`config.mk`:
```
export PLATFORM = sky130hd
export DESIGN_NAME = stream_max_argmax_flat
export DESIGN_NICKNAME = d
export VERILOG_FILES = /design/src/rtl/stream_max_argmax_if.sv /design/src/rtl/stream_max_argmax.sv /design/src/flat_wrapper.sv
export SDC_FILE = /design/constraint.sdc
export NUM_CORES = 1
export LEC_CHECK = 0
export CAP_MARGIN = 20
export CORE_AREA = 8 8 101 66
export CTS_CLUSTER_DIAMETER = 30
export CTS_CLUSTER_SIZE = 25
export DETAILED_ROUTE_END_ITERATION = 8
export DIE_AREA = 0 0 109 74
export PLACE_DENSITY = 0.79
export SLEW_MARGIN = 20
export SYNTH_ARGS = -nofsm -noshare
export SYNTH_HDL_FRONTEND = slang
export SYNTH_SLANG_ARGS = --single-unit
```
`constraint.sdc`:
```
create_clock -name clk -period 8.9 [get_ports clk]
set_input_delay 1.335 -clock clk [delete_from_list [all_inputs] [get_ports clk]]
set_output_delay 1.335 -clock clk [all_outputs]
set_load 0.05 [all_outputs]
```
`src/rtl/stream_max_argmax_if.sv`:
```
// Stream bundle for stream_max_argmax.
// Input side : in_valid/in_ready/in_data, LANES signed elements per beat, lane 0 in the low bits.
// Output side: out_valid/out_ready/out_max/out_index, the signed maximum of the vector and
//              the element index where it first occurs.
// Modports   : slave  - the reduction block (consumes beats, produces the result)
//              master - the producer/consumer environment around it
interface stream_max_argmax_if #(
  parameter int DATA_WIDTH = 16,
  parameter int LANES      = 2,
  parameter int IDX_WIDTH  = 3
);

  logic                        in_valid;
  logic                        in_ready;
  logic [DATA_WIDTH*LANES-1:0] in_data;
  logic                        out_valid;
  logic                        out_ready;
  logic [DATA_WIDTH-1:0]       out_max;
  logic [IDX_WIDTH-1:0]        out_index;

  modport slave (
    input  in_valid,
    output in_ready,
    input  in_data,
    output out_valid,
    input  out_ready,
    output out_max,
    output out_index
  );

  modport master (
    output in_valid,
    input  in_ready,
    output in_data,
    input  out_valid,
    output out_ready,
    input  out_max,
    input  out_index
  );

endinterface

```
`src/rtl/stream_max_argmax.sv`:
```
// Streaming signed max/argmax over a DATA_LENGTH-element vector delivered LANES elements per
// beat. The result is held on the output handshake until consumed.
// Ports:
//   clk - clock, rising edge
//   rst - synchronous reset, active-high
//   bus - stream_max_argmax_if.slave
//         in_valid/in_ready/in_data    : input beats
//         out_valid/out_ready          : result handshake
//         out_max/out_index            : registered maximum and its element index
// Ties keep the lowest index, both across lanes of a beat and across beats.
module stream_max_argmax #(
  parameter int DATA_WIDTH  = 16,
  parameter int DATA_LENGTH = 8,
  parameter int LANES       = 2,
  parameter int IDX_WIDTH   = 3
) (
  input logic                clk,
  input logic                rst,
  stream_max_argmax_if.slave bus
);

  localparam int BEATS = DATA_LENGTH / LANES;
  localparam int CNT_W = $clog2(BEATS + 1);

  typedef enum logic [1:0] {
    StIdle,
    StAccum,
    StDone
  } state_e;

  state_e                       state_q, state_d;
  logic [CNT_W-1:0]             cnt_q, cnt_d;
  logic signed [DATA_WIDTH-1:0] max_q, max_d;
  logic [IDX_WIDTH-1:0]         idx_q, idx_d;

  // Beat winner from the lane reduction
  logic signed [DATA_WIDTH-1:0] lane_max;
  logic [IDX_WIDTH-1:0]         lane_sel;
  logic [IDX_WIDTH-1:0]         beat_base;
  logic [IDX_WIDTH-1:0]         lane_idx;

  // Lane reduction: strict greater-than so the lowest lane wins a tie.
  always_comb begin
    lane_max = $signed(bus.in_data[DATA_WIDTH-1:0]);
    lane_sel = '0;
    for (int j = 1; j < LANES; j++) begin
      if ($signed(bus.in_data[DATA_WIDTH*j +: DATA_WIDTH]) > lane_max) begin
        lane_max = $signed(bus.in_data[DATA_WIDTH*j +: DATA_WIDTH]);
        lane_sel = IDX_WIDTH'(j);
      end
    end
  end

  // Counter is 0 in StIdle, so the first beat's base index is 0 without a special case.
  always_comb begin
    beat_base = IDX_WIDTH'(cnt_q) * IDX_WIDTH'(LANES);
    lane_idx  = beat_base + lane_sel;
  end

  // Next-state logic. The handshake outputs are decoded from state_q only, so in_valid is
  // simply ignored in StDone and out_ready has no path to in_ready.
  always_comb begin
    state_d = state_q;
    cnt_d   = cnt_q;
    max_d   = max_q;
    idx_d   = idx_q;

    unique case (state_q)
      StIdle: begin
        if (bus.in_valid) begin
          // First beat loads unconditionally; there is nothing to compare against yet.
          max_d = lane_max;
          idx_d = lane_idx;
          if (BEATS == 1) begin
            state_d = StDone;
          end else begin
            cnt_d   = CNT_W'(1);
            state_d = StAccum;
          end
        end
      end

      StAccum: begin
        if (bus.in_valid) begin
          // Strictly greater: an equal later value keeps the earlier, lower index.
          if (lane_max > max_q) begin
            max_d = lane_max;
            idx_d = lane_idx;
          end
          if (cnt_q == CNT_W'(BEATS - 1)) begin
            cnt_d   = '0;
            state_d = StDone;
          end else begin
            cnt_d = cnt_q + CNT_W'(1);
          end
        end
      end

      StDone: begin
        if (bus.out_ready) begin
          state_d = StIdle;
        end
      end

      default: begin
        state_d = StIdle;
        cnt_d   = '0;
      end
    endcase
  end

  always_ff @(posedge clk) begin
    if (rst) begin
      state_q <= StIdle;
      cnt_q   <= '0;
      max_q   <= '0;
      idx_q   <= '0;
    end else begin
      state_q <= state_d;
      cnt_q   <= cnt_d;
      max_q   <= max_d;
      idx_q   <= idx_d;
    end
  end

  always_comb begin
    bus.in_ready  = (state_q != StDone);
    bus.out_valid = (state_q == StDone);
    bus.out_max   = max_q;
    bus.out_index = idx_q;
  end

endmodule

```
`src/flat_wrapper.sv`:
```
// flat-port wrapper written by rule: the top's interface ports become plain ports
module stream_max_argmax_flat 
#(
  parameter int DATA_WIDTH  = 16,
  parameter int DATA_LENGTH = 8,
  parameter int LANES       = 2,
  parameter int IDX_WIDTH   = 3
)
  (clk, rst, bus_in_valid, bus_in_ready, bus_in_data, bus_out_valid, bus_out_ready, bus_out_max, bus_out_index);
  stream_max_argmax_if #(.DATA_WIDTH(DATA_WIDTH), .LANES(LANES), .IDX_WIDTH(IDX_WIDTH)) bus_i ();
  input logic clk;
  input logic rst;
  input wire logic [$bits(bus_i.in_valid)-1:0] bus_in_valid;
  output wire logic [$bits(bus_i.in_ready)-1:0] bus_in_ready;
  input wire logic [$bits(bus_i.in_data)-1:0] bus_in_data;
  output wire logic [$bits(bus_i.out_valid)-1:0] bus_out_valid;
  input wire logic [$bits(bus_i.out_ready)-1:0] bus_out_ready;
  output wire logic [$bits(bus_i.out_max)-1:0] bus_out_max;
  output wire logic [$bits(bus_i.out_index)-1:0] bus_out_index;
  assign bus_i.in_valid = bus_in_valid;
  assign bus_in_ready = bus_i.in_ready;
  assign bus_i.in_data = bus_in_data;
  assign bus_out_valid = bus_i.out_valid;
  assign bus_i.out_ready = bus_out_ready;
  assign bus_out_max = bus_i.out_max;
  assign bus_out_index = bus_i.out_index;
  stream_max_argmax #(.DATA_WIDTH(DATA_WIDTH), .DATA_LENGTH(DATA_LENGTH), .LANES(LANES), .IDX_WIDTH(IDX_WIDTH)) u_core (.clk(clk), .rst(rst), .bus(bus_i));
endmodule
```
==> metrics, run 1 <==
Design Area, Final=2890 µm²; Post-CTS Setup Bufs=0; wire length on met1=3320 µm; slowest stage delay, CP=830 ps; hold_sp=u_core.bus.out_index[2]; H-tree Lvls=1; Hold Buf Count CTS=0; DRC Markers=0; Initial Utilization=0.426; count leader, synth=inv_1; # setup viols final=0; Clk pin slew, worst setup/hold paths=100 ps; number of synthesized flops with an enable pin=0; clock power share=0.197; register bit total from synthesis=24; Post-layout nets=389; Critical Path Sink Type=register; Max Slew Vio Count=0; layout cells sized above 1=0.0815; Pleak=1.23 nW; Pint=0.238 mW; total chip power=0.400 mW; sw frac=0.404; Sw Pwr=0.162 mW; CTS resizes=0; layout filler cell count=497; synthesis-to-layout area growth=28.2%; Main synth FF type=dfxtp_1; clk_skew=7.77 ps; largest net degree at the start of global routing=24; Syn Inst Count=275; DR pass1 iterations=5; r2r endpoint=u_core.bus.out_max[14]; Worst Path Class, Setup=input pin to register; IO Port Bufs=56; post-placement cell count=384; Mean Syn Cell Area=8.19 µm²; die area=8070 µm²; antenna violations before repair=0; Seq/Total Area, Yosys=0.213; Synth Net Count=344; Final Hold Viols=0; r2r startpoint=u_core.bus.out_max[13]; number of DRC markers in iteration 0=245; reg2reg path depth=8; vias in the first global route=2211; area of the multi-input gates=1510 µm²; via density per instance=5.85; RePlAce Congestion=0.844; RSZ-0062 raised after global routing=false; CTS max path bufs=2; crit path launch type=input pin; period utilization=0.772; Max Clock Freq=146 MHz; mapped cell area=2250 µm²; worst-path fanout max=23; Hold Crit Class=register to register; Worst Hold Path EP=u_core.bus.out_index[2]; R2R setup slack=6030 ps; Period minus WS final=6870 ps; GRT overflow=0; Highest Signal Layer=met4; IO Count=57; FP Rows=21; DP Area=2830 µm²; dominant cell type by area after synthesis=dfxtp_1; Fin Setup TNS=0 ps; max_slew headroom=0.444; TritonCTS clock tree=done; top cells by area, synth=dfxtp_1 (21%), ha_1 (18%), inv_1 (8.3%); status=complete, no violations; Worst-Margin Slew=833 ps; Post-Layout Cell Count=388; VDD IR-drop max=0.0000770 V; CP most frequent cell=nand4_1; Ant. Diodes=0; wirelength, routed=6640 µm; metal3 WL=624 µm; Core Area=5280 µm²; post-route antenna net violation count=0; asr flop ratio synth=0; combinational share of power=0.487; top cell type's share of synthesized area=0.213; Syn. warnings=0; Seq. cell area=480 µm²; Vias=2269; Synth cell types=42; Synth top cells by count=inv_1 (50), ha_1 (33), dfxtp_1 (24), o311ai_0 (17); Final Util=0.547; crit path max-delay cell type=ha_1; CP required=9040 ps; met2 wire length=2680 µm; Max Cap Violations=0; clock sinks=24; clock root buffer=clkbuf_8; pwr/cell area=139 nW/µm²; worst path arrival time=7010 ps; Overall Global Routing Usage=0.172; Flop pwr share=0.316; first-pass GRT wire length=11200 µm; DP Wirelength=5080 µm; worst path cell trace=clkdlybuf4s50_1, inv_1, ha_1, nand4_1, or3_4, a211o_1, and3_1, a222oi_1, inv_1, ha_1, nand4_1, nor4_1, nand4_1, nand2_1, or4_1, o21ai_0; Clock Latency Late Sink=280 ps; CTS buffer count=3; WHS Path Cells=2; Die Wd=109 µm; Avg WL per Cell=17.1 µm; chip height=74 µm
sequential cells by signal, indices dropped and copies added, names as in the netlist:
signal and cells:
u_core.bus.out_index 3, u_core.bus.out_max 16, u_core.cnt_q 3, u_core.state_q 2
kinds of logic (layout without fill, tap and decap cells):
group                    after synthesis  count (layout)  synth area share
multiplexers                          18              18            0.0889
XOR/XNOR                               1               1           0.00389
flip-flops                            24              24             0.213
AND/OR/NAND/NOR                       48              48             0.114
adder cells (fa/ha/maj)               33              33             0.183
AO/OA/AOI/OAI                         84              84             0.277
buffers and inverters                 67             111             0.119
cell type report:
class / count / share of cell area
multi-input cells: 184 / 0.523
repair buffers: 57 / 0.197
clock buffers: 4 / 0.0191
inverters: 50 / 0.0650
flip-flops and latches: 24 / 0.166
well taps: 69 / 0.0299
worst max-delay path: cells and delay by family:
family,cells,cell delay [ps]
AND/OR/NAND/NOR,8,2840
AO/OA/AOI/OAI,3,990
adder cells (fa/ha/maj),2,1140
buffers and inverters,3,690
cells in the final DEF (no fill, tap or decap), types with 13 or more instances in the layout:
cell	instances
a222oi_1	16
ha_1	33
clkdlybuf4s50_1	56
dfxtp_1	24
inv_1	50
nand2_1	14
a21oi_1	13
o311ai_0	17
o21ai_0	13
mux2_2	16
worst max-delay path by stage:
| stage | from | end | slack (ps) | cells after the start |
|---|---|---|---|---|
| after floorplan | bus_in_data[15] | u_core.bus.out_max[0] | 3560 | 19 |
| after global placement | bus_in_data[15] | u_core.bus.out_max[14] | 2120 | 16 |
| after detailed placement | bus_in_data[15] | u_core.bus.out_max[14] | 1790 | 16 |
| after CTS | bus_in_data[15] | u_core.bus.out_max[14] | 2080 | 16 |
| after global routing | bus_in_data[15] | u_core.bus.out_max[14] | 1590 | 16 |
| final | bus_in_data[15] | u_core.bus.out_max[14] | 2030 | 16 |
through the flow:
step                hold slack [ps]  setup WS [ps]
floorplan                       451           3560
global placement                448           2120
detailed placement              459           1790
CTS                             481           2080
global route                    489           1590
finish                          474           2030
power by group through the flow:
stage	clock network, mW	registers, mW	logic [mW]
detailed placement	0	0.129	0.192
global placement	0	0.128	0.189
global route	0.0840	0.128	0.216
finish	0.0789	0.127	0.195
CTS	0.0783	0.126	0.194
floorplan	0	0.157	0.101
layer usage:
metal  up-vias  GRT usage
met4         0     0.0241
met2        94      0.251
met3         4     0.0458
met5         -          0
met1      1044      0.249
li1       1127          -
Power figures use the tool's default switching activity.
==> run 2: changes to the inputs <==
- PLACE_DENSITY: 0.79 -> 0.82
- clock period: 8.9 -> 5.94 ns (I/O delays scaled with it)
==> run 2 against run 1 <==
Against the previous run: clock power increased by 42%; global-route usage decreased by 0.74 points; clock skew decreased by 4.5 ps; register-to-register slack got worse by 2800 ps; via count increased by 1.4%; sequential power increased by 49%; core utilization increased by 0.64 points; setup slack got worse by 1600 ps; final cell count increased by 1.0%; power increased by 49%.
==> metrics, run 2 (synthesis results as in run 1) <==
Final Util=0.553 (+0.00640); Critical Path Sink Type=register; Pleak=1.25 nW (+1.7%); Period minus WS final=5470 ps; slowest stage delay, CP=550 ps (-280 ps); Clk pin slew, worst setup/hold paths=80 ps (-20 ps); Die Wd=109 µm (unchanged); Max Slew Vio Count=0 (unchanged); Clock Latency Late Sink=270 ps (about the same); DP Wirelength=5130 µm (+1.1%); IO Port Bufs=56 (unchanged); final worst slack=468 ps (-1560 ps); pwr/cell area=205 nW/µm² (+48%); DRC Markers=0 (unchanged); Post-CTS Setup Bufs=0 (unchanged); # setup viols final=0 (unchanged); Final Hold Viols=0 (unchanged); VDD IR-drop max=0.000115 V (+49%); Post-Layout Cell Count=392 (+1.0%); post-placement cell count=388 (+1.0%); Max Cap Violations=0 (unchanged); IO Count=57 (unchanged); RePlAce Congestion=0.858 (+1.6%); met3 Resource Use GR=0.0493 (+0.00346); leading cell type in the layout, fill and taps excluded=clkdlybuf4s50_1; CP required=6140 ps (-2900 ps); chip height=74 µm (unchanged); crit path max-delay cell type=a222oi_1; Worst Path Class, Setup=input pin to register; H-tree Lvls=1 (unchanged); Hold Buf Count CTS=0 (unchanged); TritonCTS clock tree=done; clk_skew=3.25 ps (-4.52 ps); Initial Utilization=0.426 (unchanged); layout cells sized above 1=0.0960 (+0.0145); Ant. Diodes=0 (unchanged); antenna violations before repair=0 (unchanged); Fin Setup TNS=0 ps (unchanged); Core Area=5280 µm² (unchanged); worst path arrival time=5670 ps (-1340 ps); GR Util met1=0.228 (-0.0220); Avg WL per Cell=16.6 µm (-3.2%); GRT overflow=0 (unchanged); wirelength, routed=6500 µm (-2.2%); RSZ-0062 raised after global routing=false; max reg flops=16 (unchanged); synthesis-to-layout area growth=29.7%; CTS buffer count=3 (unchanged); max_slew headroom=0.533 (+0.0883); clock sinks=24 (unchanged); worst-path fanout max=19 (-17%); period utilization=0.921; Max Clock Freq=183 MHz; CTS resizes=0 (unchanged); worst path cell trace=clkdlybuf4s50_1, inv_1, ha_1, nand4_1, or3_4, a211o_1, and3_1, a222oi_1, inv_1, ha_1, nand4_1, nor4_1, a21boi_0, nor4_2, buf_4, or4_1, o21ai_0; Vias=2301 (+1.4%); vias in the first global route=2166 (-2.0%); pre-CTS setup slack=58.3 ps (-1730 ps); Overall Global Routing Usage=0.165 (-0.00741); number of DRC markers in iteration 0=196 (-20%); first-pass GRT wire length=10800 µm (-3.3%); die area=8070 µm² (unchanged); DR pass1 iterations=5 (unchanged); Worst-Margin Slew=701 ps (-132 ps); total chip power=0.598 mW (+49%); commonest cells after routing, fill and taps aside=clkdlybuf4s50_1 (56), inv_1 (50), ha_1 (33), dfxtp_1 (24), o311ai_0 (17); crit path launch type=input pin; Post-layout nets=393 (+1.0%); status=complete, no violations; CTS max path bufs=2 (unchanged); grt met2 use=0.249 (-0.00134); Hold Crit Class=register to register; FP Rows=21 (unchanged); layer with the highest usage=met2; clock root buffer=clkbuf_8; via density per instance=5.87 (+0.38%); post-route antenna net violation count=0 (unchanged); largest net degree at the start of global routing=24 (unchanged)
run 2: cell count changes in the layout (fill, tap and decap cells not counted):
| cell | delta |
|---|---|
| or4_1 | -1 |
| buf_4 | +4 |
| or4_4 | +1 |
run 2: through the flow:
stage / hold slack, ps / area [µm²]
after floorplan: 451 / 2250
after global placement: 454 / 2860
after detailed placement: 452 / 2860
after CTS: 475 / 2920
after global routing: 490 / 2920
final: 468 / 2920
run 2: layout make-up:
class	instances	area, µm²
fillers	495	2360
multi-input cells	184	1510
repair buffers	61	598
flip-flops and latches	24	480
inverters	50	188
well taps	69	86.3
clock buffers	4	55.1
run 2: worst paths after layout:
path | from | end | slack [ps] | cells after the start
max | bus_in_data[15] | u_core.bus.out_index[0] | 470 | 17
min | u_core.bus.out_index[2] | u_core.bus.out_index[2] | 470 | 2
max reg2reg | u_core.bus.out_max[15] | u_core.bus.out_index[0] | 3240 | 9
min reg2reg | u_core.bus.out_index[2] | u_core.bus.out_index[2] | 470 | 2
run 2: worst max-delay path, delay by kind of cell:
kind	cells	cell delay, ps
and+or+nand+nor	7	2010
buffers and inverters	4	870
adders and majority gates	2	580
AOI/OAI and AO/OA	4	1320
run 2: where the power goes:
part	internal (mW)	total, mW	switching (mW)
registers	0.176	0.189	0.0135
clock network	0.0593	0.112	0.0529
logic	0.125	0.296	0.171
run 2: per-layer routing:
layer / vias up / part of all wire
li1: 1133 / -
met1: 1085 / 0.48
met2: 77 / 0.43
met3: 6 / 0.085
met4: 0 / 0.0059
met5: - / 0
